[src/rtl/branch_stack.sv]
// ---------------------------------------------------------------------------
// branch_stack
//
// Branch checkpoint store for the R10K out-of-order core. Dispatch writes one
// checkpoint per predicted branch (map table, free list, ROB tail, parent
// branch mask, recovery PC). The block tracks which branch-mask bits are live.
// It broadcasts each branch resolution. On a mispredict it drives the restore
// bundle consumed by Dispatch, the free list, the ROB and fetch.
//
// Ports
//   clock, reset            single clock, synchronous active-high reset
//   bs_alloc_mask           checkpoint slots Dispatch allocates this cycle
//   branch_stack_entries    flattened per-slot checkpoint packets, slot i at
//                           [i*ENTRY_W +: ENTRY_W], packed as
//                           {recovery_pc, rob_tail, free_list, map_table, b_m}
//   retire_free_mask        physical registers freed by retirement this cycle
//   resolve_valid/_mask/_mispredict/_target_pc
//                           branch resolution from execute (one-hot mask)
//   b_mask_combinational    live mask after this cycle's resolution
//   bs_full                 every checkpoint slot live
//   resolved_mask           bit to clear downstream on a correct prediction
//   squash_mask             resolving bit plus all live younger bits on mispredict
//   restore_valid           mispredict restore this cycle
//   map_table_restore, free_list_restore, rob_tail_restore, restore_pc
//                           restore bundle taken from the mispredicted checkpoint
// ---------------------------------------------------------------------------
module branch_stack #(
   parameter int B_MASK_WIDTH = 4,
   parameter int ARCH_REG_SZ  = 32,
   parameter int PHYS_REG_SZ  = 64,
   parameter int ROB_SZ       = 32,
   parameter int ADDR_W       = 32,
   localparam int PHYS_REG_IDX = $clog2(PHYS_REG_SZ),
   localparam int ROB_IDX_W    = $clog2(ROB_SZ),
   localparam int MAP_W        = ARCH_REG_SZ * PHYS_REG_IDX,
   localparam int ENTRY_W      = ADDR_W + ROB_IDX_W + PHYS_REG_SZ + MAP_W + B_MASK_WIDTH
) (
   input  logic                             clock,
   input  logic                             reset,
   input  logic [B_MASK_WIDTH-1:0]          bs_alloc_mask,
   input  logic [B_MASK_WIDTH*ENTRY_W-1:0]  branch_stack_entries,
   input  logic [PHYS_REG_SZ-1:0]           retire_free_mask,
   input  logic                             resolve_valid,
   input  logic [B_MASK_WIDTH-1:0]          resolve_mask,
   input  logic                             resolve_mispredict,
   input  logic [ADDR_W-1:0]                resolve_target_pc,
   output logic [B_MASK_WIDTH-1:0]          b_mask_combinational,
   output logic                             bs_full,
   output logic [B_MASK_WIDTH-1:0]          resolved_mask,
   output logic [B_MASK_WIDTH-1:0]          squash_mask,
   output logic                             restore_valid,
   output logic [MAP_W-1:0]                 map_table_restore,
   output logic [PHYS_REG_SZ-1:0]           free_list_restore,
   output logic [ROB_IDX_W-1:0]             rob_tail_restore,
   output logic [ADDR_W-1:0]                restore_pc
);

   typedef struct packed {
      logic [ADDR_W-1:0]       recovery_pc;
      logic [ROB_IDX_W-1:0]    rob_tail;
      logic [PHYS_REG_SZ-1:0]  free_list;
      logic [MAP_W-1:0]        map_table;
      logic [B_MASK_WIDTH-1:0] b_m;
   } bs_entry_t;

   logic [B_MASK_WIDTH-1:0] b_mask_q, b_mask_d;
   bs_entry_t               entry_q [B_MASK_WIDTH];
   bs_entry_t               entry_d [B_MASK_WIDTH];

   // Resolution decode
   logic [B_MASK_WIDTH-1:0] hit_vec;
   logic                    res_hit;
   logic                    is_correct;
   logic                    is_mispredict;
   logic [B_MASK_WIDTH-1:0] b_mask_comb;

   // Fields of the checkpoint addressed by resolve_mask
   logic [ROB_IDX_W-1:0]    sel_rob_tail;
   logic [PHYS_REG_SZ-1:0]  sel_free_list;
   logic [MAP_W-1:0]        sel_map_table;
   logic [B_MASK_WIDTH-1:0] sel_b_m;

   logic [B_MASK_WIDTH-1:0] accept;

   // ------------------------------------------------------------------------
   // Resolution: combinational from resolve inputs and current state.
   // A resolution that does not hit a live bit is ignored entirely.
   // ------------------------------------------------------------------------
   always_comb begin
      hit_vec       = resolve_mask & b_mask_q;
      res_hit       = resolve_valid & (|hit_vec);
      is_correct    = res_hit & ~resolve_mispredict;
      is_mispredict = res_hit & resolve_mispredict;

      // resolve_mask is one-hot, so an OR-reduction acts as a mux.
      sel_rob_tail  = '0;
      sel_free_list = '0;
      sel_map_table = '0;
      sel_b_m       = '0;
      for (int i = 0; i < B_MASK_WIDTH; i++) begin
         if (hit_vec[i]) begin
            sel_rob_tail  = sel_rob_tail  | entry_q[i].rob_tail;
            sel_free_list = sel_free_list | entry_q[i].free_list;
            sel_map_table = sel_map_table | entry_q[i].map_table;
            sel_b_m       = sel_b_m       | entry_q[i].b_m;
         end
      end

      b_mask_comb = b_mask_q;
      if (is_correct) begin
         b_mask_comb = b_mask_q & ~resolve_mask;
      end else if (is_mispredict) begin
         // The checkpoint's parent mask is exactly the set of older live branches.
         b_mask_comb = sel_b_m;
      end
   end

   always_comb begin
      b_mask_combinational = b_mask_comb;
      bs_full              = &b_mask_comb;
      resolved_mask        = is_correct ? resolve_mask : '0;
      squash_mask          = is_mispredict ? (b_mask_q & ~sel_b_m) : '0;
      restore_valid        = is_mispredict;
      map_table_restore    = is_mispredict ? sel_map_table : '0;
      // Registers retired this cycle are not yet in the checkpoint, so merge them here.
      free_list_restore    = is_mispredict ? (sel_free_list | retire_free_mask) : '0;
      rob_tail_restore     = is_mispredict ? sel_rob_tail : '0;
      restore_pc           = is_mispredict ? resolve_target_pc : '0;
   end

   // ------------------------------------------------------------------------
   // Next state: surviving entries absorb retirements and drop a correctly
   // resolved parent bit; free slots accept new checkpoints unless a
   // mispredict is restoring this cycle.
   // ------------------------------------------------------------------------
   always_comb begin
      accept = '0;
      for (int i = 0; i < B_MASK_WIDTH; i++) begin
         entry_d[i] = entry_q[i];
         if (b_mask_comb[i]) begin
            entry_d[i].free_list = entry_q[i].free_list | retire_free_mask;
            if (is_correct) begin
               entry_d[i].b_m = entry_q[i].b_m & ~resolve_mask;
            end
         end
         if (bs_alloc_mask[i] && !b_mask_comb[i] && !is_mispredict) begin
            accept[i]            = 1'b1;
            entry_d[i]           = branch_stack_entries[i*ENTRY_W +: ENTRY_W];
            // Dispatch's snapshot misses retirements of the allocating cycle.
            entry_d[i].free_list = entry_d[i].free_list | retire_free_mask;
         end
      end
      b_mask_d = b_mask_comb | accept;
   end

   always_ff @(posedge clock) begin
      if (reset) begin
         b_mask_q <= '0;
         for (int i = 0; i < B_MASK_WIDTH; i++) begin
            entry_q[i] <= '0;
         end
      end else begin
         b_mask_q <= b_mask_d;
         for (int i = 0; i < B_MASK_WIDTH; i++) begin
            entry_q[i] <= entry_d[i];
         end
      end
   end

endmodule

[config.mk]
export PLATFORM = sky130hd
export DESIGN_NAME = branch_stack
export DESIGN_NICKNAME = d
export VERILOG_FILES = /design/src/rtl/branch_stack.sv
export SDC_FILE = /design/constraint.sdc
export NUM_CORES = 2
export LEC_CHECK = 0
export CORE_AREA = 5 5 621 623
export DETAILED_ROUTE_END_ITERATION = 10
export DIE_AREA = 0 0 626 628
export PLACE_DENSITY = 0.37
export SLEW_MARGIN = 20
export SYNTH_ARGS = -nofsm -noshare
export SYNTH_HDL_FRONTEND = slang
export SYNTH_SLANG_ARGS = --single-unit
[constraint.sdc]
create_clock -name clock -period 2.1 [get_ports clock]
set_input_delay 0.21 -clock clock [delete_from_list [all_inputs] [get_ports clock]]
set_output_delay 0.21 -clock clock [all_outputs]
set_load 0.01 [all_outputs]
==> flow_summary.toml <==
[outcome]
violations = "negative setup slack"
status = "finished, violations left"

[floorplanning]
die_h_um = 628
design.die.area_um2 = 393100
fp.dieW_um = 626
core_area_um2 = 380300
std_cell_rows = 227
start_util_pct = 11.75
io_pins = 1603

[finish]
fin_util_pct = 23.62
fin_area_um2 = 89830
filler_cell_count = 41620
drive_above_1_share_pct = 17.85
final_nets = 10170
areaGrowthSynthToFinish_pct = 101.1

[timing]
grt_setup_unrepaired = "yes"
maxSlewViolCount = 0
period_share_pct = 147.3
max_freq_mhz = 323.4
finalClockSkew_ns = 0.04541
slew_headroom_pct = 54.14
worst_slew_pin_slew_ns = 0.6878
period_needed_ns = 3.092
final-setup-viol-count = 1370
finalWorstSetupSlack_ns = -0.9925
finalHoldViolCount = 0

[hold_path]
hold_path_class = "in2reg"
whs_path_depth = 3

[global_route]
track_usage_pct = 17.95
grt_pass1_wl_um = 498200
grt_pass1_vias = 58610
grt_overflow_total = 0
antenna_found_initial = 120
grt_max_degree = 84

[detailed_routing]
antenna_left = 0
vias = 57760
drt-total-wl_um = 378300
initialDrtViolationCount = 4440
dr.pass1.iters = 8
remaining_drc_errors = 0
detail_route.wl_per_cell_um = 26.87
via_per_inst = 4.102

[placed_design]
place_congestion = 0.8889
dp_slack_ns = -1.429
place_area_um2 = 70290
hpwl_um = 283800
portBuffers = 1474

[logic_synthesis]
synth_top_cell_area_share_pct = 47.68
syn_area_um2 = 44670
synth_cells = 6012
synth_edf_count = 0
yosysMostFrequentCell = "nand2_1"
synthTopCellsByCount = "nand2_1, a21oi_1, dfxtp_1"
synth-simple-area-share_pct = 21.03
synth_fa_ha_area_share_pct = 0
ys_warn_count = 0
ys_top_cells_by_area = "dfxtp_1, nand2_1, a21oi_1, a22oi_1, a31oi_1"
synthFlopType = "dfxtp_1"
synth_area_leader_cell = "dfxtp_1"
synth_compound_gate_area_share_pct = 25.40
syn_area_per_cell_um2 = 7.431
yosys_register_bits = 1064
synth-xor-area-share_pct = 0
synth_nets = 7308
synth.distinct_cells = 41
seq_area_frac_synth_pct = 47.68
async_reset_ff_share_pct = 0
synth_top_family_by_area = "compound AO/OA/AOI/OAI gates"
muxShareOfSynthArea_pct = 0.1344

[setup_path]
worst_ep_required_time_ns = 1.89
setup.worst_path.end_class = "primary output"
crit_path_max_fanout = 10
crit_type = "reg2out"
worstRegToRegCells = 9
critPathLaunchType = "flip-flop"
crit_arrival_ns = 2.88

[clocking]
cts_htree_levels = 4
clock_path_buffers = 4
cts-root-buf = "clkbuf_16"
cts_tree = "yes"
clock_sinks = 1064
cts_buffers = 148
clock_latency_ns = 0.86
clkSlewWorstSetupHoldPaths_ns = 0.06

[power_and_ir_drop]
powerDensity_nw_per_um2 = 704.4
ir_drop_uv = 488.9
p_total_uw = 63280
power_leakage_uw = 0.03314

[job]
cap_violations = 0
report_power, final:
part | internal (µW) | switching, µW | leakage [µW]
clock network | 15100 | 10700 | 0.00234
logic | 7120 | 7580 | 0.0220
registers | 21800 | 989 | 0.00877
repair_timing:
item                                   4_1_cts  5_1_grt
resized for setup                          522      976
endpoints found under the hold margin      990        0
hold buffers                               973        0
pin swaps                                   57       83
gates cloned                                18       20
buffers inserted                            54      155
setup endpoints to repair                 1371     1371
flip-flops by register name (all words and copies together) (netlist names):
signal and count:
b_mask_q 4, entry_q 1060
worst max-delay path, stage by stage, from the launching register on:
cell,delay [ns]
dfxtp_2,0.32
a222oi_1,0.32
buf_4,0.19
a21o_4,0.21
buf_12,0.21
buf_4,0.15
buf_12,0.13
a21oi_2,0.05
buf_4,0.14
dlygate4sd2_1,0.28
stage by stage:
step / instances / hold WS, ns / setup TNS, ns
final: 14080 / 0.04556 / -685.50
after global placement: 12590 / 0.4405 / -1440.40
after CTS: 13880 / 0.0005164 / -615.16
after detailed placement: 12590 / 0.4462 / -1471.65
after global routing: 14060 / 0.01096 / -882.42
after floorplan: 6012 / 0.3427 / 0
cell families after synthesis:
group,count (synthesis)
mux,6
simple gates,2455
compound gates,1936
flops,1064
buf+inv,551
layout make-up:
cell class                      count  area, µm²  area share, %
Timing Repair Buffer             3258      34500          38.40
Tap cell                         5038       6304          7.017
Antenna cell                       60      150.1         0.1671
Multi-Input combinational cell   4397      22730          25.30
Clock inverter                     43      545.5         0.6073
Sequential cell                  1064      21310          23.72
Clock buffer                      212       4245          4.726
Inverter                            8      58.81        0.06546
cells in the final DEF (no fill, tap or decap), types with 166 or more instances in the layout:
cell type and n:
dfxtp_1 1060, a22oi_1 380, buf_4 496, buf_12 242
a31oi_1 273, clkdlybuf4s50_1 1166, dlygate4sd3_1 973, nand2_1 2368
clkbuf_16 166, a21oi_1 950
metal layers:
| layer | vias to the layer above | global-route usage [%] | part of all wire, % |
|---|---|---|---|
| met2 | 2321 | 30.99 | 49 |
| met5 | - | 0 | 0.058 |
| met3 | 588 | 3.288 | 5.9 |
| met1 | 28430 | 22.18 | 42 |
| li1 | 26380 | - | - |
| met4 | 34 | 6.383 | 3.8 |
final timing paths:
| path | from | to | slack [ns] |
|---|---|---|---|
| max reg2reg | b_mask_q[2]$_SDFF_PP0_ | entry_q[2][259]$_SDFFE_PP0P_ | -0.73 |
| min | branch_stack_entries[1036] | entry_q[3][145]$_SDFFE_PP0N_ | 0.05 |
| min reg2reg | entry_q[1][4]$_SDFFE_PP0N_ | entry_q[1][4]$_SDFFE_PP0N_ | 0.45 |
| max | b_mask_q[2]$_SDFF_PP0_ | map_table_restore[59] | -0.99 |
(Power assumes the default switching activity.)
